[config.mk]
export PLATFORM = sky130hd
export DESIGN_NAME = dynamic_input_port_para
export DESIGN_NICKNAME = d
export VERILOG_FILES = /design/src/rtl/dynamic_input_port_para.sv
export SDC_FILE = /design/constraint.sdc
export NUM_CORES = 1
export LEC_CHECK = 0
export BUFFER_PORTS_ARGS = -buffer_cell sky130_fd_sc_hd__clkbuf_2
export CAP_MARGIN = 5
export CORE_MARGIN = 2
export CORE_UTILIZATION = 50
export DETAILED_ROUTE_END_ITERATION = 16
export GPL_ROUTABILITY_DRIVEN = 0
export GPL_TIMING_DRIVEN = 0
export PLACE_DENSITY_LB_ADDON = 0.15
export SYNTH_ARGS = -nofsm -noshare
export SYNTH_HDL_FRONTEND = slang
export SYNTH_SLANG_ARGS = --single-unit
[constraint.sdc]
create_clock -name clk -period 4 [get_ports clk]
set_clock_uncertainty 0.15 [all_clocks]
set_input_delay 1 -clock clk [delete_from_list [all_inputs] [get_ports clk]]
set_output_delay 1 -clock clk [all_outputs]
set_load 0.01 [all_outputs]
[src/rtl/dynamic_input_port_para.sv]
// Receive end of a dynamic-network link: credit-backed flit FIFO with header route decode.
// Optional sticky overflow flag when DYNAMIC_INPUT_OVERFLOW_CHECK_EN is defined.
module dynamic_input_port_para #(
  parameter int FIFO_DEPTH    = 4,
  parameter int DATA_WIDTH    = 64,
  parameter int CHIP_ID_WIDTH = 14,
  parameter int XY_WIDTH      = 8,
  parameter int PAYLOAD_LEN   = 8
) (
  input  logic                     clk,
  input  logic                     reset,
  input  logic [CHIP_ID_WIDTH-1:0] my_chip_id_in,
  input  logic [XY_WIDTH-1:0]      my_loc_x_in,
  input  logic [XY_WIDTH-1:0]      my_loc_y_in,
  input  logic [DATA_WIDTH-1:0]    data_in,
  input  logic                     valid_in,
  input  logic                     thanks_0_in,
  input  logic                     thanks_1_in,
  output logic [DATA_WIDTH-1:0]    data_out,
  output logic                     valid_out,
  output logic                     route_req_0_out,
  output logic                     route_req_1_out,
  output logic                     tail_out,
  output logic                     yummy_out
`ifdef DYNAMIC_INPUT_OVERFLOW_CHECK_EN
  ,
  output logic                     overflow_err_out
`endif
);

  localparam int AW      = $clog2(FIFO_DEPTH);
  localparam int LEN_MSB = DATA_WIDTH - CHIP_ID_WIDTH - 2*XY_WIDTH - 4;
  localparam logic [AW:0]          PTR_ONE = (AW+1)'(1);
  localparam logic [PAYLOAD_LEN-1:0] LEN_ONE = PAYLOAD_LEN'(1);

  typedef enum logic {HDR, BODY} state_e;

  logic [DATA_WIDTH-1:0]  mem_q [FIFO_DEPTH];
  logic [AW:0]            wr_ptr_q, wr_ptr_d, rd_ptr_q, rd_ptr_d;
  state_e                 state_q, state_d;
  logic [PAYLOAD_LEN-1:0] remaining_q, remaining_d;
  logic                   route_q, route_d;
  logic                   yummy_q;

  logic                   empty, full, pop, push;
  logic [DATA_WIDTH-1:0]  head;
  logic [PAYLOAD_LEN-1:0] hdr_len;
  logic                   hdr_route, route, tail;

  assign empty = (wr_ptr_q == rd_ptr_q);
  assign full  = (wr_ptr_q[AW-1:0] == rd_ptr_q[AW-1:0]) && (wr_ptr_q[AW] != rd_ptr_q[AW]);
  assign pop   = ~empty & (thanks_0_in | thanks_1_in);
  // When full, a same-cycle pop frees the head slot that the write lands in.
  assign push  = valid_in & (~full | pop);

  assign head      = mem_q[rd_ptr_q[AW-1:0]];
  assign hdr_len   = head[LEN_MSB -: PAYLOAD_LEN];
  assign hdr_route = ~((head[DATA_WIDTH-1 -: CHIP_ID_WIDTH] == my_chip_id_in) &&
                       (head[DATA_WIDTH-CHIP_ID_WIDTH-1 -: XY_WIDTH] == my_loc_x_in) &&
                       (head[DATA_WIDTH-CHIP_ID_WIDTH-XY_WIDTH-1 -: XY_WIDTH] == my_loc_y_in));
  assign route     = (state_q == HDR) ? hdr_route : route_q;
  assign tail      = (state_q == HDR) ? (hdr_len == '0) : (remaining_q == LEN_ONE);

  always_comb begin
    wr_ptr_d    = push ? wr_ptr_q + PTR_ONE : wr_ptr_q;
    rd_ptr_d    = pop  ? rd_ptr_q + PTR_ONE : rd_ptr_q;
    state_d     = state_q;
    remaining_d = remaining_q;
    route_d     = route_q;
    case (state_q)
      HDR: begin
        if (pop && hdr_len != '0) begin
          state_d     = BODY;
          route_d     = hdr_route;
          remaining_d = hdr_len;
        end
      end
      BODY: begin
        if (pop) begin
          remaining_d = remaining_q - LEN_ONE;
          if (remaining_q == LEN_ONE) state_d = HDR;
        end
      end
      default: state_d = HDR;
    endcase
  end

  always_ff @(posedge clk) begin
    if (push) mem_q[wr_ptr_q[AW-1:0]] <= data_in;
  end

  always_ff @(posedge clk or posedge reset) begin
    if (reset) begin
      wr_ptr_q    <= '0;
      rd_ptr_q    <= '0;
      state_q     <= HDR;
      remaining_q <= '0;
      route_q     <= 1'b0;
      yummy_q     <= 1'b0;
    end else begin
      wr_ptr_q    <= wr_ptr_d;
      rd_ptr_q    <= rd_ptr_d;
      state_q     <= state_d;
      remaining_q <= remaining_d;
      route_q     <= route_d;
      yummy_q     <= pop;
    end
  end

`ifdef DYNAMIC_INPUT_OVERFLOW_CHECK_EN
  logic err_q;
  always_ff @(posedge clk or posedge reset) begin
    if (reset) err_q <= 1'b0;
    else       err_q <= err_q | (valid_in & full & ~pop);
  end
  assign overflow_err_out = err_q;
`endif

`ifndef SYNTHESIS
  // Only the thanks of the active route may consume the head flit.
  always_ff @(posedge clk) begin
    if (!reset && !empty)
      assert (!((thanks_0_in && route) || (thanks_1_in && !route)));
  end
`endif

  assign data_out        = head;
  assign valid_out       = ~empty;
  assign route_req_0_out = ~empty & ~route;
  assign route_req_1_out = ~empty & route;
  assign tail_out        = ~empty & tail;
  assign yummy_out       = yummy_q;

endmodule

==> Word level (Yosys, flattened, before mapping) <==
Memories as Yosys holds them, arrays and structs flattened.
Cells that the tools add are included.
{ "totals": {"elab_cells": 50, "latch_bits": 0, "output_inout_bits": 69, "rom_bits": 0, "ff_bits": 17, "memories": 1, "in_bits": 99, "ram_bits": 256} }
{ "classes": {"magnitude_cmp": 0, "mux": 11, "n_shift": 0, "n_eq_ne": 9, "reduce_logical": 8, "n_div": 0, "n_mul": 0, "addsub": 3, "bitwise": 12} }
{ "mem_list": {"columns": ["name", "depth", "word_bits", "rd", "rd_clocked_by_memory_dff", "write_ports", "line", "rtl"], "rows": [
  ["mem_q", 4, 64, 1, 0, 1, "38", "logic [DATA_WIDTH-1:0] mem_q [FIFO_DEPTH];"]
]} }
{ "ops": {"columns": ["cell", "n"], "rows": [
  ["$eq A8 B8 Y1", 2],
  ["$mux W8", 2],
  ["$pmux W8 S2", 1],
  ["$eq A14 B14 Y1", 1],
  ["$eq A8 B1 Y1 const B", 1],
  ["$logic_not A8 Y1", 1],
  ["$reduce_bool A8 Y1", 1],
  ["$sub A8 B1 Y8 const B", 1],
  ["$mux W1", 7],
  ["$add A3 B1 Y3 const B", 2],
  ["$and A1 B1 Y1", 5],
  ["$not A1 Y1", 5],
  ["$logic_and A1 B1 Y1", 4],
  ["$ne A2 B1 Y1 const B", 2],
  ["$reduce_and A2 Y1", 2],
  ["$eq A3 B3 Y1", 1],
  ["$eq A2 B2 Y1", 1],
  ["$or A1 B1 Y1", 2],
  ["$pmux W1 S2", 1],
  ["$ne A1 B1 Y1", 1]
]} }

==> Logic depth before layout (Yosys ltp) <==
An unclocked memory read counts as a cell.
{ "depth": {"word_depth": 8, "depth_mapped": 9, "depth_no_buf": 6} }

==> Worst setup path before layout <==
OpenSTA, ideal clock, no wires.
{ "synth_timing": {"path_type": "input-to-reg", "start": "input port thanks_1_in", "end": "memory mem_q[3][0] (enable)", "arrival_time_ps": 2891, "setup_slack_ps": 529, "path_buffers": 0, "cell_stages": 4, "required_ps": 3420, "setup_ps": 430, "cell_sequence": "nor2_1 -> nand2_1 -> o31a_1 -> and2_1"} }
{ "synth_between": {"elab_chain_len": 6} }
{ "synth_lines": {"columns": ["item", "line", "rtl"], "rows": [
  ["start: declaration", "18", "input logic thanks_1_in,"],
  ["$or A1 B1 Y1", "52", "assign pop = ~empty & (thanks_0_in | thanks_1_in);"],
  ["$and A1 B1 Y1", "52", null],
  ["$or A1 B1 Y1", "54", "assign push = valid_in & (~full | pop);"],
  ["$and A1 B1 Y1", "54", null],
  ["$mux W1", "89", "if (push) mem_q[wr_ptr_q[AW-1:0]] <= data_in;"],
  ["$mux W1 (implied by the code)", "89", null],
  ["end: declaration", "38", null]
]} }
No other way between the ends.

==> Worst setup path in the final report <==
{ "layout_timing": {"start": "register rd_ptr_q[0]", "end": "output port route_req_1_out"} }
{ "layout_between": {"elab_chain_len": 7, "elab_cells_between_ends": 11, "cone_classes": "eq/ne (4); mux (1); bitwise (3); reduce/logical (2); memory (1)"} }
{ "layout_lines": {"columns": ["item", "line", "rtl"], "rows": [
  ["start: declaration", "39", "logic [AW:0] wr_ptr_q, wr_ptr_d, rd_ptr_q, rd_ptr_d;"],
  ["start signal: assignment", "102", "rd_ptr_q <= rd_ptr_d;"],
  ["$mem_v2 Z4 W64", null, null],
  ["$eq A14 B14 Y1 / $eq A8 B8 Y1 (equally long branches)", "58, 59", null],
  ["$logic_and A1 B1 Y1", "58", "assign hdr_route = ~((head[DATA_WIDTH-1 -: CHIP_ID_WIDTH] == my_chip_id_in) &&"],
  ["$logic_and A1 B1 Y1", "59", "(head[DATA_WIDTH-CHIP_ID_WIDTH-1 -: XY_WIDTH] == my_loc_x_in) &&"],
  ["$not A1 Y1", "58", null],
  ["$mux W1", "61", "assign route = (state_q == HDR) ? hdr_route : route_q;"],
  ["$and A1 B1 Y1 (*)", "130", "assign route_req_1_out = ~empty & route;"],
  ["end: declaration", "22", "output logic route_req_1_out,"]
]} }
Mark *: on every way between the ends. The rest lies on a longest branch, timed or not.

==> results.ini <==
[outcome]
status=finished, violations left
violations=setup timing

[placed_design]
buffer_ports.inserted=167
pre_cts_slack_ps=-466
dpl.cell_count=937
dp_hpwl_um=12900

[timing]
fin_ws_ps=-155
fmax_mhz=241
finalCritPeriodShare=1.04
slew_viol_final=0
post-route-min-period_ps=4160
relSlewSlack=0.531
hold_violations=0
rsz0062_at_grt=yes
finalSetupViolations=2
worstMarginPinSlew_ps=703
holdWs_ps=336

[drt]
wl_um=20500
drt_pre_antenna_iters=4
vias_per_cell=5.42
ant_nets=0
drtIter0Drc=302
drc_errors=0
drt-wirelength-per-cell_um=20.6
vias=5407

[die]
die_y_um=149
die_x_um=149
rows=53
fp.dieArea_sq_mm=0.0223
core-area_sq_mm=0.0209
start_util=0.506
pin_count=168

[critical_path]
cp-end-kind=output pin
crit_fanout=5
reg2reg_from=rd_ptr_q[0]
worstReg2RegEnd=remaining_q[3]
critical_path_class=reg -> out
crit_path_start=rd_ptr_q[0]
setup.worst_path.end=route_req_1_out
startpoint_type=flop
r2r_cells=11
regToRegSetupSlack_ps=1130
arrival_ps=3010
critPathRequiredTime_ps=2850

[run]
cap_viol_max_count=0

[pwr]
leakage_uw=0.00470
cellPowerDensity_mw_per_mm2=771
power.total_uw=10100
vdd_ir_drop_max_v=0.000471

[final_layout]
drive_above_1_share=0.444
nNetsFinal=807
fillers=1480
postLayoutCoreUtil=0.628
fin_cells=997
areaGrowthSynthToFinish_pct=24.0

[logic_synthesis]
netlist_area_sq_mm=0.0106
post_synth.cell_area_avg_sq_um=21.5
synth_cell_types=38
synth_edf_count=256
async_flop_share=0.0623
yosysWarnings=0
ys.flop_type=edfxtp_1
ys_ff_latch=273
ys_seq_area_frac=0.767
synthesis.nets=597
netlist_instances=491

[global_route]
grt_overflow_total=0
busiest_layer=met2
grt_pass1_wl_um=30600
grt_pass1_vias=5631
grt_use_met2=0.313
grt_util_met3=0.0390
grt_max_degree=40
grt_use_met1=0.238
antenna_found_initial=2
grt_usage=0.184

[clock_tree]
clk_root_buffer_cell=clkbuf_16
clock_latency_ps=540
htree_levels=1
cts.path.max_buffers=3
clkTransAtPathRegs_ps=60
clkSinkCount=273
cts_tree=built
cts_made_buffers=27

[min_path]
hold_class=reg -> reg

-- sequential cells by signal, summed over array words and instances, names as in the netlist --
signal / count
mem_q: 256
rd_ptr_q: 3
remaining_q: 8
route_q: 1
state_q: 1
wr_ptr_q: 3
yummy_out: 1
-- power breakdown --
part | total [uW] | internal, uW | switching (uW) | leakage (uW)
Clock | 2570 | 1560 | 1010 | 0.000448
Combinational | 3580 | 1680 | 1900 | 0.00171
Sequential | 3950 | 3780 | 171 | 0.00255
Total | 10100 | 7020 | 3080 | 0.00470
-- repair_timing --
item	4_1_cts	5_1_grt
buffers inserted	3	5
gates cloned	1	1
hold buffers	0	0
endpoints found under the setup margin	21	3
gates resized for setup	27	22
pin swaps	6	8
-- cell usage after synthesis (2+ instances only) --
master	number	share of area
xor2_1	5	0.0041
nand4_1	7	0.0041
nor3_1	4	0.0019
o21ai_1	5	0.0024
nor2_1	10	0.0035
buf_1	3	0.0011
clkbuf_1	6	0.0021
xnor2_1	32	0.027
nor4_1	5	0.0030
inv_1	11	0.0039
o22a_1	3	0.0025
buf_6	3	0.0032
a21oi_1	10	0.0047
buf_2	4	0.0019
and2_1	4	0.0024
nand2b_1	2	0.0012
ha_1	7	0.0083
o31a_1	2	0.0017
nand2_1	13	0.0046
o22ai_1	3	0.0018
edfxtp_1	256	0.73
dfrtp_1	17	0.040
mux4_2	64	0.14
-- logic make-up (layout without fill, tap and decap cells) --
kind of cell	Yosys count	in the layout	synth area share
flip-flops	273	273	0.767
multiplexers	66	66	0.138
XOR/XNOR	37	37	0.0306
buffers and inverters	29	259	0.0133
AND/OR/NAND/NOR	50	50	0.0238
adder cells (fa/ha/maj)	7	7	0.00828
AO/OA/AOI/OAI	29	29	0.0185
other	0	1	0
-- cells in the final DEF (no fill, tap or decap), drive strengths merged, types with 3 or more instances in the layout --
cell and instances:
a21oi 10, and2 4, buf 24, bufinv 5, clkbuf 204, clkinv 13
dfrtp 17, edfxtp 256, ha 7, inv 12, mux4 64, nand2 13
nand4 7, nor2 11, nor3 4, nor4 5, o21ai 6, o22a 3
o22ai 3, xnor2 32, xor2 5
-- worst min path at each step --
| stage | from | to | slack (ps) | cells past startpoint |
|---|---|---|---|---|
| 4_1_cts | wr_ptr_q[2] | wr_ptr_q[2] | 340 | 1 |
| 3_3_place_gp | wr_ptr_q[2] | wr_ptr_q[2] | 320 | 1 |
| 3_5_place_dp | wr_ptr_q[2] | wr_ptr_q[2] | 330 | 1 |
| 2_1_floorplan | wr_ptr_q[2] | wr_ptr_q[2] | 310 | 1 |
| 6_report | wr_ptr_q[2] | wr_ptr_q[2] | 340 | 1 |
| 5_1_grt | wr_ptr_q[2] | wr_ptr_q[2] | 350 | 1 |
-- routing by layer --
metal,up-vias,part of all wire
li1,2441,-
met3,32,0.060
met1,2759,0.42
met2,175,0.50
met5,-,0
met4,0,0.023
-- worst max-delay path: stages, from the launching register on --
cell,delay (ps)
dfrtp_2,410
buf_4,160
clkbuf_16,160
mux4_2,540
xnor2_1,170
nand4_1,180
nor4_2,350
nand2_2,150
o211a_1,230
clkbuf_2,120
-- area by class of cell --
| type | count | area, sq um | area share |
|---|---|---|---|
| Antenna cell | 1 | 2.50 | 0.000191 |
| Buffer | 17 | 176 | 0.0135 |
| Clock buffer | 31 | 691 | 0.0527 |
| Clock inverter | 18 | 221 | 0.0169 |
| Inverter | 12 | 45.0 | 0.00344 |
| Multi-Input combinational cell | 189 | 2450 | 0.187 |
| Sequential cell | 273 | 8110 | 0.619 |
| Tap cell | 275 | 344 | 0.0262 |
| Timing Repair Buffer | 181 | 1070 | 0.0813 |
-- through the flow --
step                TNS (ps)  instance area (sq um)
detailed placement      -902                  11900
CTS                     -451                  12900
global placement     -213270                  11800
global route            -457                  13100
finish                  -227                  13100
floorplan                  0                  10600
Power figures use the tool's default switching activity.
